<file path="config.mk">
export PLATFORM = sky130hd
export DESIGN_NAME = id_operand_buffer
export DESIGN_NICKNAME = d
export VERILOG_FILES = /design/src/rtl/id_operand_buffer.sv
export SDC_FILE = /design/constraint.sdc
export NUM_CORES = 1
export LEC_CHECK = 0
export ABC_CLOCK_PERIOD_IN_PS = 9100
export CAP_MARGIN = 20
export CORE_MARGIN = 2
export CORE_UTILIZATION = 24
export CTS_CLUSTER_SIZE = 12
export DETAILED_ROUTE_END_ITERATION = 16
export GPL_TIMING_DRIVEN = 1
export PLACE_DENSITY = 0.49
export SYNTH_ARGS = -nofsm -noshare
export SYNTH_HDL_FRONTEND = slang
export SYNTH_SLANG_ARGS = --single-unit
export TNS_END_PERCENT = 100
</file>
<file path="constraint.sdc">
create_clock -name clk -period 9.1 [get_ports clk]
set_input_delay 0.91 -clock clk [delete_from_list [all_inputs] [get_ports clk]]
set_output_delay 0.91 -clock clk [all_outputs]
set_load 0.01 [all_outputs]
</file>
<file path="src/rtl/id_operand_buffer.sv">
// ============================================================================
// Module   : id_operand_buffer
// Purpose  : In-order operand-capture buffer between decode and execute.
//            Operands that are not yet valid snoop the result-broadcast
//            channels until they are captured.
// Revision : 1.0 - initial release
// ============================================================================
`default_nettype none

module id_operand_buffer #(
  parameter int XLEN  = 32,
  parameter int TAG_W = 7,
  parameter int DEPTH = 4,
  parameter int NCDB  = 2
) (
  input  logic                         clk,
  input  logic                         rst,
  input  logic                         flush,
  input  logic                         in_valid,
  output logic                         in_ready,
  input  logic [31:0]                  in_instr,
  input  logic [XLEN+TAG_W:0]          in_op1,
  input  logic [XLEN+TAG_W:0]          in_op2,
  input  logic [NCDB-1:0]              cdb_valid,
  input  logic [NCDB*TAG_W-1:0]        cdb_tag,
  input  logic [NCDB*XLEN-1:0]         cdb_data,
  output logic                         out_valid,
  input  logic                         out_ready,
  output logic [31:0]                  out_instr,
  output logic [XLEN-1:0]              out_rs1,
  output logic [XLEN-1:0]              out_rs2,
  output logic [$clog2(DEPTH+1)-1:0]   count
);

  localparam int OPW   = 1 + TAG_W + XLEN;
  localparam int PTR_W = $clog2(DEPTH);
  localparam int CNT_W = $clog2(DEPTH+1);

  // Returns the operand after one cycle of snooping. Channels are scanned
  // from high to low so the lowest matching index is the one that sticks.
  function automatic logic [OPW-1:0] snoop(
    input logic [OPW-1:0]        op,
    input logic [NCDB-1:0]       v,
    input logic [NCDB*TAG_W-1:0] tags,
    input logic [NCDB*XLEN-1:0]  datas
  );
    logic [OPW-1:0] r;
    r = op;
    if (!op[OPW-1]) begin
      for (int k = NCDB - 1; k >= 0; k--) begin
        if (v[k] && (tags[k*TAG_W +: TAG_W] == op[OPW-2:XLEN])) begin
          r = {1'b1, op[OPW-2:XLEN], datas[k*XLEN +: XLEN]};
        end
      end
    end
    return r;
  endfunction

  logic [31:0]      instr_q [DEPTH];
  logic [31:0]      instr_d [DEPTH];
  logic [OPW-1:0]   op1_q   [DEPTH];
  logic [OPW-1:0]   op1_d   [DEPTH];
  logic [OPW-1:0]   op2_q   [DEPTH];
  logic [OPW-1:0]   op2_d   [DEPTH];
  logic [OPW-1:0]   w_op1_wake [DEPTH];
  logic [OPW-1:0]   w_op2_wake [DEPTH];

  logic [PTR_W-1:0] rd_ptr_q, rd_ptr_d;
  logic [PTR_W-1:0] wr_ptr_q, wr_ptr_d;
  logic [CNT_W-1:0] count_q,  count_d;

  logic             w_enq;
  logic             w_deq;
  logic [OPW-1:0]   w_in_op1;
  logic [OPW-1:0]   w_in_op2;

  // Unoccupied slots snoop too; harmless, since enqueue overwrites them.
  generate
    for (genvar i = 0; i < DEPTH; i++) begin : g_entry
      assign w_op1_wake[i] = snoop(op1_q[i], cdb_valid, cdb_tag, cdb_data);
      assign w_op2_wake[i] = snoop(op2_q[i], cdb_valid, cdb_tag, cdb_data);
    end
  endgenerate

  assign w_in_op1 = snoop(in_op1, cdb_valid, cdb_tag, cdb_data);
  assign w_in_op2 = snoop(in_op2, cdb_valid, cdb_tag, cdb_data);

  assign in_ready  = (count_q != CNT_W'(DEPTH));
  assign out_valid = (count_q != '0) && op1_q[rd_ptr_q][OPW-1] && op2_q[rd_ptr_q][OPW-1];
  assign out_instr = instr_q[rd_ptr_q];
  assign out_rs1   = op1_q[rd_ptr_q][XLEN-1:0];
  assign out_rs2   = op2_q[rd_ptr_q][XLEN-1:0];
  assign count     = count_q;

  assign w_enq = in_valid && in_ready;
  assign w_deq = out_valid && out_ready;

  always_comb begin
    rd_ptr_d = rd_ptr_q + PTR_W'(w_deq);
    wr_ptr_d = wr_ptr_q + PTR_W'(w_enq);
    count_d  = count_q + CNT_W'(w_enq) - CNT_W'(w_deq);
    if (flush) begin
      rd_ptr_d = '0;
      wr_ptr_d = '0;
      count_d  = '0;
    end
  end

  always_comb begin
    for (int i = 0; i < DEPTH; i++) begin
      instr_d[i] = instr_q[i];
      op1_d[i]   = w_op1_wake[i];
      op2_d[i]   = w_op2_wake[i];
    end
    if (w_enq && !flush) begin
      instr_d[wr_ptr_q] = in_instr;
      op1_d[wr_ptr_q]   = w_in_op1;
      op2_d[wr_ptr_q]   = w_in_op2;
    end
  end

  always_ff @(posedge clk or posedge rst) begin
    if (rst) begin
      rd_ptr_q <= '0;
      wr_ptr_q <= '0;
      count_q  <= '0;
    end else begin
      rd_ptr_q <= rd_ptr_d;
      wr_ptr_q <= wr_ptr_d;
      count_q  <= count_d;
    end
  end

  // Payload is never reset: only occupancy decides what is live.
  always_ff @(posedge clk) begin
    for (int i = 0; i < DEPTH; i++) begin
      instr_q[i] <= instr_d[i];
      op1_q[i]   <= op1_d[i];
      op2_q[i]   <= op2_d[i];
    end
  end

endmodule

`default_nettype wire

</file>
==> summary.txt <==
Global route
  • First-pass GRT wire length: about 170000 um
  • Pin count of the biggest net entering global routing: about 180
  • Initial antenna violation count: 17
  • Vias in the first global route: ~23000
  • GRT Total Usage: between 20% and 30%
  • GR Overflow Total: 0

Logic synthesis
  • Yosys warnings: 0
  • Ys flop type: dfxtp_1
  • Top cells by area, synth: edfxtp_1 21%, dfxtp_1 20%, mux4_2 8.3%
  • Yosys cell types: between 60 and 70
  • Avg Cell Area, Syn: roughly 10 sq um
  • Most common cell in the netlist: dfxtp_1
  • Synth top area share: 21.3%
  • Gate Count Post-Synth: around 2600
  • Seq/Total Area, Yosys: approximately 42%
  • Mapped Nets: 2763
  • Most frequent cells after synthesis: 264 x dfxtp_1, 184 x edfxtp_1, 177 x a21oi_1
  • Area leader, netlist: edfxtp_1
  • Area of the mapped netlist: 25900 sq um
  • Seq cells post-synth: roughly 460
  • Number of flops mapped to enable cells by yosys: 184
  • Asr flop ratio synth: about 1.5%

Pwr
  • PwrDens: around 260 nW/um^2
  • Max IR drop VDD: 0.168 mV
  • P_leak: around 10 nW
  • Total power: around 8.3 mW

Layout
  • Cell Count, Final, Fillers Out: 4121
  • Area grow syn2layout: 22.2%
  • Share of layout cells above drive strength 1: about an eighth
  • Final instance area: approximately 32000 sq um
  • NumNets Final: between 2000 and 3000
  • Finished Core Util: approximately 30%

Detailed routing
  • DR vias: between 20000 and 25000
  • Starting DRT DRC Count: 2546
  • DRT Wirelength: 117000 um
  • DR vias/cell: around 5.6
  • Final ANT Viol Nets: 0
  • DRC: 0
  • Number of detailed-route iterations in the first pass: 5
  • Drt wl/cell: 28.5 um

Floorplan
  • Placement Rows: 120
  • Core Box Area: ~110000 sq um
  • Die Height: approximately 330 um
  • IO Pins: 298
  • Initial Utilization: between 20% and 30%
  • Die area: about 110000 sq um
  • Die X: 333 um

Clocking
  • H-tree Lvls: 2
  • Longest Clk Path Bufs: 3
  • Root buffer cell: clkbuf_16
  • Clk sinks: 455
  • Reg clk slew, reported paths: ~0.060 ns
  • Clock Latency Late Sink: 0.65 ns
  • Setup repair bufs after CTS: 0
  • TritonCTS clock tree: built
  • Cts hold-fix bufs: 0
  • Num CTS Buffers: 56
  • CTS resizes: 0

Timing
  • Min Tclk post-route: ~4.7 ns
  • RSZ-0062 raised after global routing: false
  • Slew Limit Fails: 0
  • FMAX: ~210 MHz
  • Hold Worst Slack: 0.512 ns
  • Final worst setup slack: approximately 4.4 ns
  • Relative slew slack: 23.8%
  • Number of setup violations in the final report: 0
  • Slew @ Worst Pin: around 1.1 ns
  • Period Utilization, post-route: 52.1%
  • Fin. Hold Viols: 0
  • Sum of negative setup slack: 0 ns
  • Clk_skew: roughly 0.024 ns

Job
  • MaxCap Viol Count: 0

Place
  • Placed cell count: ~4000
  • Pre-CTS worst setup slack: 4.46 ns
  • Area after DPL: about 30000 sq um
  • Hpwl dp: roughly 76000 um
  • IO Port Bufs: between 200 and 300
  • GP Congestion: 0.865

Worst setup path
  • Crit-path cells: buf_4 > mux4_2 > clkdlybuf4s50_1
  • Crit path kind: reg2out
  • CP Max Fanout: 43
  • Arrival time of the worst setup path: ~3.8 ns
  • CP Capture Type: output pin
  • Largest stage delay, worst path: between 1 and 1.5 ns
  • Crit start category: flop
  • Slowest-stage cell, CP: dfrtp_4
  • WP data required: a little over 8 ns

Run status
  • Outcome: complete, no violations

Worst hold path
  • Hold crit path type: in2async
-- state kept, by name (all words and copies together), names as in the netlist --
name and count:
rd_ptr_q 2, op2_q 160, op1_q 160, instr_q 128, count 3, wr_ptr_q 2
-- critical path, delay by kind of cell, from the launching register on --
kind,cells,cell delay [ns]
mux,1,0.73
buf+inv,2,1.22
flops,1,1.08
-- per-layer routing --
| layer | track usage [%] | vias to the layer above | part of all wire, % |
|---|---|---|---|
| met1 | 26.7 | 11600 | 41 |
| met4 | 8.21 | 14 | 4.2 |
| li1 | - | 10000 | - |
| met5 | 0 | - | 0.072 |
| met2 | 32.8 | 1253 | 46 |
| met3 | 4.42 | 240 | 9.0 |
-- path summary, 6_finish.rpt --
check,startpoint,endpoint,slack [ns],depth (start not counted)
min in group clk,op2_q[2][31],op2_q[2][31],0.51,2
min,rst,count[2],0.51,2
max,rd_ptr_q[0],out_rs2[29],4.36,3
max reg2reg,rd_ptr_q[1],count[2],5.39,10
min reg2reg,op2_q[2][31],op2_q[2][31],0.51,2
max in group asynchronous,rst,rd_ptr_q[1],8.32,2
-- cell usage in the layout (no fill, tap or decap), types with 5 or more instances in the layout --
| cell type | synthesis | final |
|---|---|---|
| inv_1 | 47 | 45 |
| a21oi_4 | 4 | 5 |
| o21ai_0 | 70 | 70 |
| xor2_1 | 45 | 45 |
| clkdlybuf4s50_1 | 0 | 294 |
| a22oi_1 | 134 | 134 |
| bufinv_16 | 0 | 6 |
| clkbuf_8 | 2 | 8 |
| nand2_1 | 164 | 164 |
| nor2_1 | 53 | 47 |
| clkbuf_16 | 0 | 57 |
| diode_2 | 0 | 6 |
| mux2i_1 | 57 | 57 |
| o221ai_1 | 61 | 61 |
| dfxtp_1 | 264 | 263 |
| mux2_4 | 21 | 21 |
| a221oi_1 | 10 | 10 |
| nor3_1 | 73 | 72 |
| o22ai_2 | 14 | 14 |
| a21o_1 | 124 | 124 |
| o21ai_1 | 32 | 31 |
| edfxtp_1 | 184 | 184 |
| buf_4 | 14 | 49 |
| nand4_1 | 94 | 94 |
| or3_1 | 85 | 85 |
| nor4_1 | 7 | 7 |
| clkbuf_1 | 176 | 11 |
| dfrtp_1 | 7 | 5 |
| o22ai_1 | 78 | 78 |
| and2_1 | 7 | 6 |
| a21oi_1 | 177 | 177 |
| o22a_1 | 32 | 32 |
| xnor2_1 | 101 | 101 |
| or2_2 | 9 | 9 |
| nand3_1 | 81 | 80 |
| nor2_2 | 1 | 5 |
| a31oi_1 | 48 | 48 |
| mux2_2 | 45 | 45 |
| mux4_2 | 96 | 96 |
-- cells by family after synthesis --
logic type,after synthesis,synth area share [%]
muxes,219,13.7
and+or+nand+nor,597,11.9
adders and majority gates,3,0.174
AOI/OAI and AO/OA,799,20.8
buffers and inverters,344,5.98
xor gates and xnor gates,146,4.94
DFF,455,42.4
-- area by class of cell --
cell class / count / area, sq um
Sequential cell: 455 / 11000
Fill cell: 11100 / 75400
Clock buffer: 76 / 1580
Timing Repair Buffer: 347 / 3370
Multi-Input combinational cell: 1764 / 13500
Clock inverter: 22 / 293
Antenna cell: 6 / 15.0
Tap cell: 1403 / 1760
Inverter: 48 / 185
-- where the power goes --
group	switching (mW)	internal [mW]	leakage, nW	total, mW
Sequential	0.422	2.79	3.97	3.21
Clock	0.943	1.38	0.907	2.32
Combinational	1.38	1.36	5.21	2.74
Total	2.74	5.53	10.1	8.27
Note: power is estimated with default switching activity, not from simulation.
